<file path="config.mk">
export PLATFORM = sky130hd
export DESIGN_NAME = writeback_arbiter
export DESIGN_NICKNAME = d
export VERILOG_FILES = /design/src/rtl/writeback_arbiter_pkg.sv /design/src/rtl/writeback_arbiter_fifo.sv /design/src/rtl/writeback_arbiter.sv
export SDC_FILE = /design/constraint.sdc
export NUM_CORES = 1
export LEC_CHECK = 0
export ABC_AREA = 0
export CAP_MARGIN = 0
export CORE_ASPECT_RATIO = 1.4
export CORE_MARGIN = 1
export CORE_UTILIZATION = 50
export CTS_CLUSTER_SIZE = 30
export DETAILED_ROUTE_END_ITERATION = 10
export GPL_TIMING_DRIVEN = 1
export MAX_ROUTING_LAYER = met4
export PLACE_DENSITY = 0.85
export SYNTH_ARGS = -nofsm -noshare
export SYNTH_HDL_FRONTEND = slang
export SYNTH_SLANG_ARGS = --single-unit
export TNS_END_PERCENT = 1
</file>
<file path="constraint.sdc">
create_clock -name clk -period 6.7 [get_ports clk]
set_clock_uncertainty 0.05 [all_clocks]
set_input_delay 1.34 -clock clk [delete_from_list [all_inputs] [get_ports clk]]
set_output_delay 1.34 -clock clk [all_outputs]
set_load 0.05 [all_outputs]
</file>
<file path="src/rtl/writeback_arbiter_pkg.sv">
// writeback_arbiter_pkg: shared widths, FSM state and result-queue entry type for the writeback arbiter
package writeback_arbiter_pkg;
   localparam int REG_W  = 5;
   localparam int DATA_W = 32;
   typedef enum logic [1:0] {IDLE, PEND, FORCE} wb_state_e;
   typedef struct packed {
      logic [REG_W-1:0]  rd;
      logic [DATA_W-1:0] data;
   } wb_entry_t;
endpackage

</file>
<file path="src/rtl/writeback_arbiter_fifo.sv">
// wb_result_fifo: DEPTH-entry queue of long-latency {rd, data} results with occupancy count
module wb_result_fifo
   import writeback_arbiter_pkg::*;
#(
   parameter int DEPTH = 2
) (
   input  logic                         clk,
   input  logic                         rst_n,
   input  logic                         push,
   input  logic                         pop,
   input  wb_entry_t                    din,
   output wb_entry_t                    head,
   output logic [$clog2(DEPTH+1)-1:0]   count,
   output logic                         empty
);
   localparam int CW = $clog2(DEPTH + 1);
   localparam int PW = $clog2(DEPTH);
   logic [PW-1:0] wptr, rptr;
   wb_entry_t     mem [DEPTH];
   assign head  = mem[rptr];
   assign empty = count == '0;
   // pointers wrap modulo DEPTH so non-power-of-two depths work
   always_ff @(posedge clk or negedge rst_n) begin
      if (!rst_n) begin
         wptr  <= '0;
         rptr  <= '0;
         count <= '0;
      end else begin
         if (push) wptr <= (wptr == PW'(DEPTH - 1)) ? '0 : wptr + PW'(1);
         if (pop) rptr <= (rptr == PW'(DEPTH - 1)) ? '0 : rptr + PW'(1);
         count <= count + CW'(push) - CW'(pop);
      end
   end
   // storage needs no reset; stale entries are unreachable once the pointers clear
   always_ff @(posedge clk) begin
      if (push) mem[wptr] <= din;
   end
endmodule

</file>
<file path="src/rtl/writeback_arbiter.sv">
// writeback_arbiter: shares the register-file write port between the W stage and queued mul/div results
// Optional same-cycle bypass of long-latency results enabled by defining WB_ARB_BYPASS_EN
module writeback_arbiter
   import writeback_arbiter_pkg::*;
#(
   parameter int DEPTH      = 2,
   parameter int STARVE_MAX = 4
) (
   input  logic              clk,
   input  logic              rst_n,
   input  logic              pipe_regwrite,
   input  logic [REG_W-1:0]  pipe_rd,
   input  logic [DATA_W-1:0] pipe_data,
   input  logic              lu_valid,
   output logic              lu_ready,
   input  logic [REG_W-1:0]  lu_rd,
   input  logic [DATA_W-1:0] lu_data,
   output logic              rf_we,
   output logic [REG_W-1:0]  rf_rd,
   output logic [DATA_W-1:0] rf_wd,
   output logic              stall_pipe
);
   localparam int CW = $clog2(DEPTH + 1);
   wb_state_e       state, state_n;
   logic [3:0]      starve, starve_n;
   logic [CW-1:0]   count;
   logic            empty, push, pop, acc, pipe_ok, byp, drained;
   wb_entry_t       head;
   assign lu_ready = count < CW'(DEPTH);
   assign acc      = lu_valid & lu_ready;
   assign pipe_ok  = pipe_regwrite & (pipe_rd != '0);
   assign push     = acc & (lu_rd != '0) & !byp;
   assign drained  = pop & !push & (count == CW'(1));
   wb_result_fifo #(.DEPTH(DEPTH)) u_fifo (
      .clk   (clk),
      .rst_n (rst_n),
      .push  (push),
      .pop   (pop),
      .din   ('{rd: lu_rd, data: lu_data}),
      .head  (head),
      .count (count),
      .empty (empty)
   );
   // state and starvation counter registers
   always_ff @(posedge clk or negedge rst_n) begin
      if (!rst_n) begin
         state  <= IDLE;
         starve <= '0;
      end else begin
         state  <= state_n;
         starve <= starve_n;
      end
   end
   // next state: count lost arbitration cycles while pending, force a drain at the limit
   always_comb begin
      starve_n = (state == PEND && !pop) ? ((starve == 4'(STARVE_MAX)) ? starve : starve + 4'd1) : '0;
      state_n  = IDLE;
      case (state)
         IDLE:    state_n = push ? PEND : IDLE;
         PEND:    state_n = pop ? (drained ? IDLE : PEND) : ((starve_n == 4'(STARVE_MAX)) ? FORCE : PEND);
         FORCE:   state_n = drained ? IDLE : PEND;
         default: state_n = IDLE;
      endcase
   end
   // outputs: forced drain beats the pipe, the pipe beats a pending queue head
   always_comb begin
      stall_pipe = state == FORCE;
      pop        = !empty & (stall_pipe | !pipe_ok);
      byp        = 1'b0;
`ifdef WB_ARB_BYPASS_EN
      byp        = !stall_pipe & !pipe_ok & empty & acc & (lu_rd != '0);
`endif
      rf_we      = pop | pipe_ok | byp;
      rf_rd      = pop ? head.rd   : pipe_ok ? pipe_rd   : byp ? lu_rd   : '0;
      rf_wd      = pop ? head.data : pipe_ok ? pipe_data : byp ? lu_data : '0;
   end
endmodule

</file>
; ---- Yosys cells after proc, flatten, opt, wreduce, memory -nomap -nowiden
; Memories as Yosys holds them, arrays and structs flattened.
; Index checks and enable logic that the tools add are counted.
[word_totals]
ff_bits = 10
ram_bits = 74
input_bits = 78
out_inout_bits = 40
elab_cells = 49
mem_count = 1
[mem_list]
columns = name, depth, width, read_ports, rd_clocked_by_memory_dff, write_ports, line_no
row1 = u_fifo.mem, 2, 37, 1, 0, 1, writeback_arbiter_fifo.sv:19  ; wb_entry_t mem [DEPTH];
[classes]
addsub = 5
order_cmp = 1
n_eq_ne = 5
mux = 15
bitwise_logic = 8
reduce_logical = 9
[op_table]
columns = operator, n
row1 = 32-bit two-way mux, 2
row2 = 5-bit two-way mux, 2
row3 = 5-bit nonzero test, 2
row4 = "4-bit by 3-bit equality test with 1-bit output, second input constant", 2
row5 = 4-bit two-way mux, 2
row6 = 1-bit AND, 6
row7 = 1-bit two-way mux, 6
row8 = 2-bit one-hot mux with 3 select lines, 1
row9 = "4-bit by 1-bit adder with 4-bit output, second input constant", 1
row10 = "2-bit by 1-bit equality test with 1-bit output, second input constant", 2
row11 = 1-bit logical NOT, 4
row12 = 2-bit logical NOT, 2
row13 = 2-bit two-way mux, 2
row14 = "1-bit adder, second input constant", 2
row15 = 2-bit by 1-bit adder with 2-bit output, 1
row16 = "2-bit equality test, second input constant", 1
row17 = "2-bit < comparator, second input constant", 1
row18 = 1-bit bitwise OR, 2
row19 = 2-bit by 1-bit subtractor with 2-bit output, 1
row20 = 1-bit logical AND, 1

; ---- Depth between registers and ports, before layout
; Gate-level depths: netlist of the first run.
[logic_depth]
ltp_word = 12
depth_mapped = 6
mapped_depth_nobuf = 6

; ---- Hierarchy
; From an unflattened synthesis of the first run, not the netlist that was laid out.
[hier_totals]
hier_cells = 232
area_unflattened_um2 = 3781.1
[by_module_without_submodules]
columns = mod, instances, cells_each, area_each_um2, seq_area_each_um2
row1 = wb_result_fifo, 1, 129, 2942.8, 2322.2
row2 = writeback_arbiter, 1, 103, 838.3, 150.1

; ---- Least setup slack after synthesis of the first run
; OpenSTA, ideal clock, no wires.
[synth_timing]
kind = in2out
from = in pipe_rd[0]
to = out rf_wd[10]
arrival_ns = 3.112
t_required_ns = 5.310
setup_slack_ns = 2.198
cell_stages = 5
path_buffers = 1
path_cell_list = or3_4 o311ai_4 nand2_1 clkbuf_1 o2bb2ai_1
[synth_via]
elab_chain_len = 6
word_cells_on_any_way = 7
classes_between = mux: 2 / bitwise: 3 / reduce/logical: 2
[synth_rtl]
columns = item, line_no
row1 = start: declaration, writeback_arbiter.sv:12  ; input logic [REG_W-1:0] pipe_rd,
row2 = 5-bit nonzero test *, writeback_arbiter.sv:31  ; assign pipe_ok = pipe_regwrite & (pipe_rd != '0);
row3 = 1-bit AND *, writeback_arbiter.sv:31
row4 = 1-bit logical NOT, writeback_arbiter.sv:68  ; pop = !empty & (stall_pipe | !pipe_ok);
row5 = 1-bit bitwise OR, writeback_arbiter.sv:68
row6 = 1-bit AND, writeback_arbiter.sv:68
row7 = 32-bit two-way mux *, writeback_arbiter.sv:75  ; rf_wd = pop ? head.data : pipe_ok ? pipe_data : byp ? lu_data : '0;
row8 = end: declaration, writeback_arbiter.sv:20  ; output logic [DATA_W-1:0] rf_wd,
; Every way passes the cells marked *; elsewhere a longest branch is shown, timed or not.

; ---- Worst setup path in the final report of the first run
[layout_timing]
from = in pipe_rd[0]
to = out rf_wd[31]
; Same word-level chain as after synthesis.

==> flow_summary.yaml, run 1 <==
routing:
  drt_iter0_markers: 120
  vias: 2419
  drc: 0
  drtPass1Iterations: 4
  viasPerCell: 5.364
  antenna_left: 0
  drt-total-wl_mm: 7.829
  wl_per_cell_um: 17.36
power_and_ir_drop:
  p_switching_w: 0.0008538
  combPwrFrac: 0.453
  p_seq_frac: 0.392
  intPower_w: 0.001190
  swShare: 0.4176
  power_density_nw_per_um2: 393.3
  peakVddDrop_mv: 0.3171
  p_clk_frac: 0.155
  p_leak_nw: 1.882
sta:
  slew_headroom: 0.2458
  final-hold-violation-count: 0
  post-route-min-period_ns: 5.850
  rsz0062_at_grt: "no"
  tightest_slew_ns: 1.131
  fmax_ghz: 0.1709
  slew_violations: 0
  fin_setup_tns_ns: 0
  setup-violations-final: 0
  fin_crit_sh: 0.8731
global_routing:
  grt_pass1_wl_mm: 11.83
  antenna_found_initial: 0
  grt_overflow: 0
  grt_usage: 0.2153
  grt_pass1_vias: 2530
  grt_max_degree: 39
critical_path:
  worst_path_largest_cell_delay_ns: 0.85
  critical_path_required_ns: 5.31
  critPathArrivalTime_ns: 4.46
  crit_path_end_kind: "primary output"
  cp_max_fo: 38
  cp_common_cell: "clkdlybuf4s50_1"
  path_class: "input pin to primary output"
  r2r_cells: 4
  cp_slowest_cell: "clkdlybuf4s50_1"
  timing.critical_path.from: "pipe_rd[0]"
  r2r-end: "u_fifo.mem[1][25]"
  endpoint: "rf_wd[31]"
  ff2ff_setup_slack_ns: 4.65
  crit_chain: "clkdlybuf4s50_1 > or3_4 > o311ai_4 > nand2_2 > o2bb2ai_1 > clkdlybuf4s50_1"
  r2r-start: "u_fifo.count[1]"
  cp-start-kind: "input pin"
job:
  max_cap_viol_count: 0
synth:
  postSynthAreaPerCell_sq_um: 16.27
  yosysWarnings: 0
  synth.distinct_cells: 40
  seq_area_frac_synth: 0.6552
  synth-xor-area-share: 0.006963
  synthesis.area_sq_um: 3774
  synth_seq_cells: 84
  synth_top_family_by_area: "compound AO/OA/AOI/OAI gates"
  yosys.area_share.simple: 0.03912
  synth_fa_ha_area_frac: 0.009947
  synth_compound_area_frac: 0.1485
  synth_cells: 232
  synth_edf_count: 74
  synth_ff_type: "edfxtp_1"
  synthesis.nets: 313
  synthArstFlopShare: 0.1190
  synthMuxAreaShare: 0.1114
die:
  die_area_sq_um: 7903
  coreArea_sq_um: 7315
  num_rows: 37
  io_pins: 118
  die_w_um: 75.42
  die_y_um: 104.8
  initial_core_util: 0.5159
clock_network:
  cts_buffer_depth: 2
  cts_tree: "done"
  postCtsHoldBufs: 0
  cts_buffers: 9
  post-cts-setup-buffers: 0
  cts.sinks: 84
  htree_levels: 3
  clkSlewWorstSetupHoldPaths_ns: 0.08
  clk-insertion-delay-late_ns: 0.35
  root_buffer: "clkbuf_8"
  postCtsResizedCells: 0
finish:
  layout.cells.most_common: "clkdlybuf4s50_1"
  drive_above_1_share: 0.1356
  num_antenna_cells: 0
  nFillCells: 550
  layout_common_cells: "117 x clkdlybuf4s50_1, 74 x edfxtp_1, 42 x mux2i_1"
  nNetsFinal: 430
  final_cell_area_sq_um: 5197
  area_growth_pct: 37.73
place:
  placed_area_sq_um: 5022
  place_hpwl_mm: 5.602
  port_buffers: 117
  routabilityCongestion: 0.8467
outcome:
  status: "complete, no violations"
worst_hold_path:
  hp-class: "flop to flop"
[how the worst min path moves through the flow]
stage                            from          end  cells after the start
final                     u_fifo.wptr  u_fifo.wptr                      1
after global placement       state[0]     state[0]                      1
after floorplan           u_fifo.wptr  u_fifo.wptr                      1
after CTS                    state[0]     state[0]                      1
after detailed placement     state[0]     state[0]                      1
after global routing      u_fifo.wptr  u_fifo.wptr                      1
[state kept, by name, indices dropped and copies added, names as in the netlist]
register,cells
u_fifo.wptr,1
u_fifo.count,2
u_fifo.mem,74
u_fifo.rptr,1
starve,4
state,2
[stage by stage]
| step | util | std cells | hold slack (ns) | total power [W] | setup WS (ns) |
|---|---|---|---|---|---|
| 4_1_cts | 0.7106 | 451 | 0.4968 | 0.002061 | 0.8090 |
| 3_3_place_gp | 0.6866 | 435 | 0.4631 | 0.001722 | 0.9673 |
| 5_1_grt | 0.7106 | 451 | 0.5218 | 0.002138 | 0.6892 |
| 6_report | 0.7106 | 451 | 0.4951 | 0.002044 | 0.8502 |
| 3_5_place_dp | 0.6866 | 435 | 0.4818 | 0.001747 | 0.8129 |
| 2_1_floorplan | - | 232 | 0.4103 | 0.001443 | 2.198 |
[worst max-delay path, delay by kind of cell]
kind	cells	cell delay, ns
simple gates	2	1.09
compound gates	2	0.76
buf+inv	2	1.27
[logic make-up after synthesis]
logic type,count (synthesis)
flip-flops,84
buffers and inverters,22
AO/OA/AOI/OAI,49
adder cells (fa/ha/maj),3
multiplexers,42
AND/OR/NAND/NOR,29
XOR/XNOR,3
[metal layers]
layer / part of all wire / global-route usage / vias to the layer above
met5: 0 / - / -
met1: 0.38 / 0.2303 / 1189
met4: 0.027 / 0.1085 / 0
li1: - / - / 1148
met3: 0.036 / 0.03375 / 15
met2: 0.56 / 0.3724 / 67
[cell usage after synthesis (2+ instances only)]
cell | number | area (sq um)
o2bb2ai_1 | 12 | 105.1
buf_2 | 3 | 15.01
inv_1 | 9 | 33.78
buf_6 | 3 | 33.78
o2bb2ai_2 | 20 | 300.3
xnor2_1 | 2 | 17.52
dfrtp_1 | 10 | 250.2
o21ai_0 | 2 | 10.01
ha_1 | 3 | 37.54
nand3_1 | 3 | 15.01
nor2_1 | 8 | 30.03
nand2_1 | 8 | 30.03
mux2i_1 | 42 | 420.4
edfxtp_1 | 74 | 2222
a21oi_1 | 4 | 20.02
clkbuf_1 | 5 | 18.77
[power groups by stage]
stage                     combinational, W  sequential [W]  clock, W
after floorplan                   0.000697        0.000745         0
after global placement            0.000915        0.000807         0
after detailed placement          0.000932        0.000815         0
after CTS                         0.000934        0.000803  0.000323
after global routing              0.000977        0.000817  0.000344
final                             0.000926        0.000801  0.000318
[layout make-up]
type	instances	area, sq um	area share
clock inverters	7	51.30	0.009870
flip-flops and latches	84	2474	0.4759
well taps	97	121.4	0.02335
clock buffers	9	123.9	0.02383
repair buffers	118	1179	0.2268
multi-input cells	126	1211	0.2330
inverters	10	37.54	0.007222
(Power assumes the default switching activity.)
==> run 2: changes to the inputs <==
CAP_MARGIN = 20   (was 0)
==> flow_summary.yaml, run 2 (synthesized netlist as in run 1, its figures left out) <==
outcome:
  status: "complete, no violations"
place:
  placed_area_sq_um: 5022
  routabilityCongestion: 0.8467
  dp_cells: 435
  port_buffers: 117
  place_hpwl_mm: 5.602
finish:
  drive_above_1_share: 0.1404
  final_cell_count_no_fill: 453
  area_growth_pct: 38.79
  layout_common_cells: "117 x clkdlybuf4s50_1, 74 x edfxtp_1, 42 x mux2i_1"
  regMostFlops: "u_fifo.mem"
  num_antenna_cells: 0
  layout.cells.most_common: "clkdlybuf4s50_1"
  nNetsFinal: 432
  top_regs: "u_fifo.mem: 74 flops, starve: 4 flops"
  largest_reg_flops: 74
  final_cell_area_sq_um: 5238
  nFillCells: 545
power_and_ir_drop:
  power_density_nw_per_um2: 393.1
  p_clk_frac: 0.154
  peakVddDrop_mv: 0.3319
  p_switching_w: 0.0008565
  intPower_w: 0.001202
  p_leak_nw: 1.900
  p_seq_frac: 0.366
  combPwrFrac: 0.480
  swShare: 0.4160
critical_path:
  cp-start-kind: "input pin"
  path_class: "input pin to primary output"
  critical_path_required_ns: 5.31
  critPathArrivalTime_ns: 4.46
  crit_path_end_kind: "primary output"
  cp_max_fo: 38
global_routing:
  grt_max_degree: 39
  grt_pass1_vias: 2530
  grt_overflow: 0
  grt_usage: 0.2153
  grt_pass1_wl_mm: 11.83
  antenna_found_initial: 0
routing:
  drt-total-wl_mm: 7.849
  viasPerCell: 5.344
  drtPass1Iterations: 4
  vias: 2421
  drt_iter0_markers: 130
  wl_per_cell_um: 17.33
  drc: 0
  antenna_left: 0
die:
  die_y_um: 104.8
  initial_core_util: 0.5159
  die_w_um: 75.42
  coreArea_sq_um: 7315
  io_pins: 118
  num_rows: 37
  die_area_sq_um: 7903
clock_network:
  postCtsResizedCells: 0
  root_buffer: "clkbuf_8"
  htree_levels: 3
  clkSlewWorstSetupHoldPaths_ns: 0.09
  cts.sinks: 84
  clk-insertion-delay-late_ns: 0.35
  post-cts-setup-buffers: 0
  cts_buffer_depth: 2
  cts_tree: "done"
  cts_buffers: 9
  postCtsHoldBufs: 0
sta:
  fmax_ghz: 0.1710
  setup-violations-final: 0
  slew_violations: 0
  fin_crit_sh: 0.8727
  slew_headroom: 0.3004
  rsz0062_at_grt: "no"
  final-hold-violation-count: 0
  fin_setup_tns_ns: 0
  tightest_slew_ns: 1.046
  post-route-min-period_ns: 5.847
worst_hold_path:
  hp-class: "flop to flop"
job:
  max_cap_viol_count: 0
-- run 2: cell count changes in the layout (fill, tap and decap cells not counted) --
| cell | delta |
|---|---|
| buf_12 | +2 |
-- run 2: through the flow --
stage	setup slack [ns]	util	hold slack [ns]	total power, W
3_5_place_dp	0.8129	0.6866	0.4818	0.001747
3_3_place_gp	0.9673	0.6866	0.4631	0.001722
2_1_floorplan	2.198	-	0.4103	0.001443
4_1_cts	0.8090	0.7106	0.4968	0.002061
6_report	0.8531	0.7160	0.4963	0.002059
5_1_grt	0.6892	0.7160	0.5299	0.002153
-- run 2: metal layers --
metal,up-vias,global-route usage,share of wire
met3,14,0.03375,0.032
met5,-,-,0
met2,68,0.3724,0.57
met4,0,0.1085,0.027
li1,1152,-,-
met1,1187,0.2303,0.38
-- run 2: power groups by stage --
stage	Combinational, W	Clock, W	Sequential, W
4_1_cts	0.000934	0.000323	0.000803
2_1_floorplan	0.000697	0	0.000745
5_1_grt	0.00104	0.000344	0.000766
6_report	0.000988	0.000317	0.000754
3_5_place_dp	0.000932	0	0.000815
3_3_place_gp	0.000915	0	0.000807
-- run 2: critical path, stage by stage --
cell,delay [ns]
clkdlybuf4s50_1,0.42
or3_4,0.43
o311ai_4,0.33
nand2_2,0.65
o2bb2ai_1,0.43
clkdlybuf4s50_1,0.85
-- run 2: path summary, 6_finish.rpt --
path | from | slack (ns) | depth (start not counted) | endpoint
max | pipe_rd[0] | 0.85 | 6 | rf_wd[31]
min reg2reg | state[1] | 0.50 | 1 | state[0]
max in group asynchronous | rst_n | 5.00 | 1 | u_fifo.rptr
min in group asynchronous | rst_n | 1.26 | 1 | u_fifo.wptr
min | state[1] | 0.50 | 1 | state[0]
max reg2reg | u_fifo.count[1] | 4.65 | 4 | u_fifo.mem[1][25]
-- run 2: final cells by class --
| cell class | count | area, sq um | area share |
|---|---|---|---|
| timing repair buffer | 120 | 1219 | 0.2327 |
| tap | 97 | 121.4 | 0.02317 |
| clock buffer | 9 | 123.9 | 0.02365 |
| inverter | 10 | 37.54 | 0.007167 |
| multi-input combinational | 126 | 1211 | 0.2312 |
| sequential | 84 | 2474 | 0.4723 |
| clock inverter | 7 | 51.30 | 0.009795 |
==> run 3: changes to the inputs <==
ABC_AREA = 1   (was 0)
CAP_MARGIN = default   (was 20)
==> flow_summary.yaml, run 3 <==
clock_network:
  cts_buffer_depth: 2
  htree_levels: 3
  clk-insertion-delay-late_ns: 0.33
  postCtsHoldBufs: 0
  cts_tree: "done"
  cts_buffers: 9
  clkSlewWorstSetupHoldPaths_ns: 0.07
  cts.sinks: 84
  post-cts-setup-buffers: 0
  postCtsResizedCells: 0
  root_buffer: "clkbuf_8"
critical_path:
  worst_path_largest_cell_delay_ns: 0.57
  critPathArrivalTime_ns: 3.98
  cp_slowest_cell: "nand2_2"
  cp_common_cell: "buf_4"
  cp-start-kind: "input pin"
  crit_path_end_kind: "primary output"
  crit_chain: "clkdlybuf4s50_1 > buf_4 > nand3_2 > nand2_2 > buf_4 > inv_1 > a21oi_1 > a31oi_1 > buf_4"
  cp_max_fo: 42
  critical_path_required_ns: 5.31
  crit_buf_inv: 5
  cp_top_family: "buffers and inverters"
  path_class: "input pin to primary output"
finish:
  layout_common_cells: "85 x nor2_1, 80 x clkdlybuf4s50_1, 74 x edfxtp_1"
  seq_area_sq_um: 2472
  regMostFlops: "u_fifo.mem"
  layout.cells.most_common: "nor2_1"
  nFillCells: 533
  nNetsFinal: 516
  multi_input_comb_area_sq_um: 1075
  area_growth_pct: 35.05
  largest_reg_flops: 74
  drive_above_1_share: 0.1295
  top_regs: "u_fifo.mem: 74 flops, starve: 4 flops"
  num_antenna_cells: 0
synth:
  synthesis.area_sq_um: 3716
  synth.distinct_cells: 21
  synth_area_leaders: "edfxtp_1 60%, nor2_1 8.8%, o31ai_1 7.3%, dfrtp_1 6.7%, nand4_1 6.2%"
  synth_edf_count: 74
  synth.largest_area_cell: "edfxtp_1"
  synthArstFlopShare: 0.1190
  yosysMostFrequentCell: "nor2_1"
  yosysTopAreaCellShare: 0.5980
  synth_cells: 325
  yosysWarnings: 0
  synth_ff_type: "edfxtp_1"
  synthesis.nets: 406
  synth_seq_cells: 84
  seq_area_frac_synth: 0.6653
  postSynthAreaPerCell_sq_um: 11.43
  synth_common_cells: "87 x nor2_1, 74 x edfxtp_1, 37 x nand4_1, 36 x o31ai_1, 20 x nand2_1"
place:
  port_buffers: 117
  place_hpwl_mm: 5.917
  routabilityCongestion: 0.8008
  place_ws_ns: 1.378
global_routing:
  antenna_found_initial: 0
  grt_pass1_vias: 2886
  grt_usage: 0.2465
  grt_pass1_wl_mm: 13.74
  grt_max_degree: 43
  grt_overflow: 0
sta:
  fin_setup_tns_ns: 0
  rsz0062_at_grt: "no"
  fmax_ghz: 0.1863
  slew_violations: 0
  tightest_slew_ns: 1.113
  setup-violations-final: 0
  final-hold-violation-count: 0
  setup_ws_ns: 1.333
  slew_headroom: 0.2565
  fin_crit_sh: 0.8010
  post-route-min-period_ns: 5.367
die:
  coreArea_sq_um: 7072
  initial_core_util: 0.5255
  die_area_sq_um: 7786
  die_y_um: 104.0
  io_pins: 118
  die_w_um: 74.86
  num_rows: 36
routing:
  drt_iter0_markers: 299
  drt-total-wl_mm: 8.700
  drc: 0
  antenna_left: 0
  vias: 2914
  viasPerCell: 5.447
  wl_per_cell_um: 16.26
  drtPass1Iterations: 5
outcome:
  status: "complete, no violations"
power_and_ir_drop:
  p_leak_nw: 1.910
  power_density_nw_per_um2: 407.9
  peakVddDrop_mv: 0.2599
worst_hold_path:
  hp-class: "flop to flop"
job:
  max_cap_viol_count: 0
[run 3: cell families after synthesis]
family	Yosys count	synth area share
buffers and inverters	39	0.04950
and+or+nand+nor	156	0.1896
xor gates and xnor gates	3	0.007072
DFF	84	0.6653
adders and majority gates	3	0.01010
AOI/OAI and AO/OA	40	0.07845
[run 3: worst reg2reg max path, cell delays in order (launching register included)]
cell and delay [ns]:
dfrtp_1 0.36, inv_1 0.06, nand2_1 0.09, nand3_2 0.11
nand2_2 0.57, buf_4 0.49, inv_1 0.15, nand2_1 0.10
o21ai_0 0.10, ha_1 0.20, xnor2_1 0.12
[run 3: area by class of cell]
class | count | area share
tap | 95 | 0.02368
clock inverter | 3 | 0.007479
timing repair buffer | 122 | 0.2224
sequential | 84 | 0.4926
clock buffer | 13 | 0.02767
multi-input combinational | 202 | 0.2142
inverter | 16 | 0.01197
[run 3: worst paths after layout]
kind	slack [ns]	start	to	cells past startpoint
setup / recovery	1.33	pipe_regwrite	rf_rd[3]	9
hold / removal	0.50	u_fifo.count[1]	u_fifo.count[1]	2
setup reg to reg	4.20	state[0]	u_fifo.count[1]	10
hold reg to reg	0.50	u_fifo.count[1]	u_fifo.count[1]	2
max in group asynchronous	5.00	rst_n	u_fifo.rptr	1
min in group asynchronous	1.28	rst_n	state[1]	1
[run 3: where the power goes]
part | internal (W) | switching [W] | total (W)
Combinational | 0.000280 | 0.000701 | 0.000981
Clock | 0.000171 | 0.000158 | 0.000329
Sequential | 0.000700 | 0.0000379 | 0.000738
Total | 0.00115 | 0.000897 | 0.00205
[run 3: metal layers]
metal  vias to the layer above  GRT usage  routed length, um
li1                       1413          -                  -
met1                      1371     0.2855               3246
met5                         -          -                  0
met4                         0     0.1132                206
met3                        15    0.04651                418
met2                       115     0.4054               4829
[run 3: through the flow]
step | total power (W) | instances | instance area, sq um | util | hold slack (ns)
after CTS | 0.002061 | 535 | 5019 | 0.7097 | 0.5024
after global placement | 0.001707 | 519 | 4842 | 0.6847 | 0.4897
after detailed placement | 0.001731 | 519 | 4842 | 0.6847 | 0.4903
after floorplan | 0.001448 | 325 | 3716 | - | 0.4381
final | 0.002047 | 535 | 5019 | 0.7097 | 0.5010
after global routing | 0.002158 | 535 | 5019 | 0.7097 | 0.5443
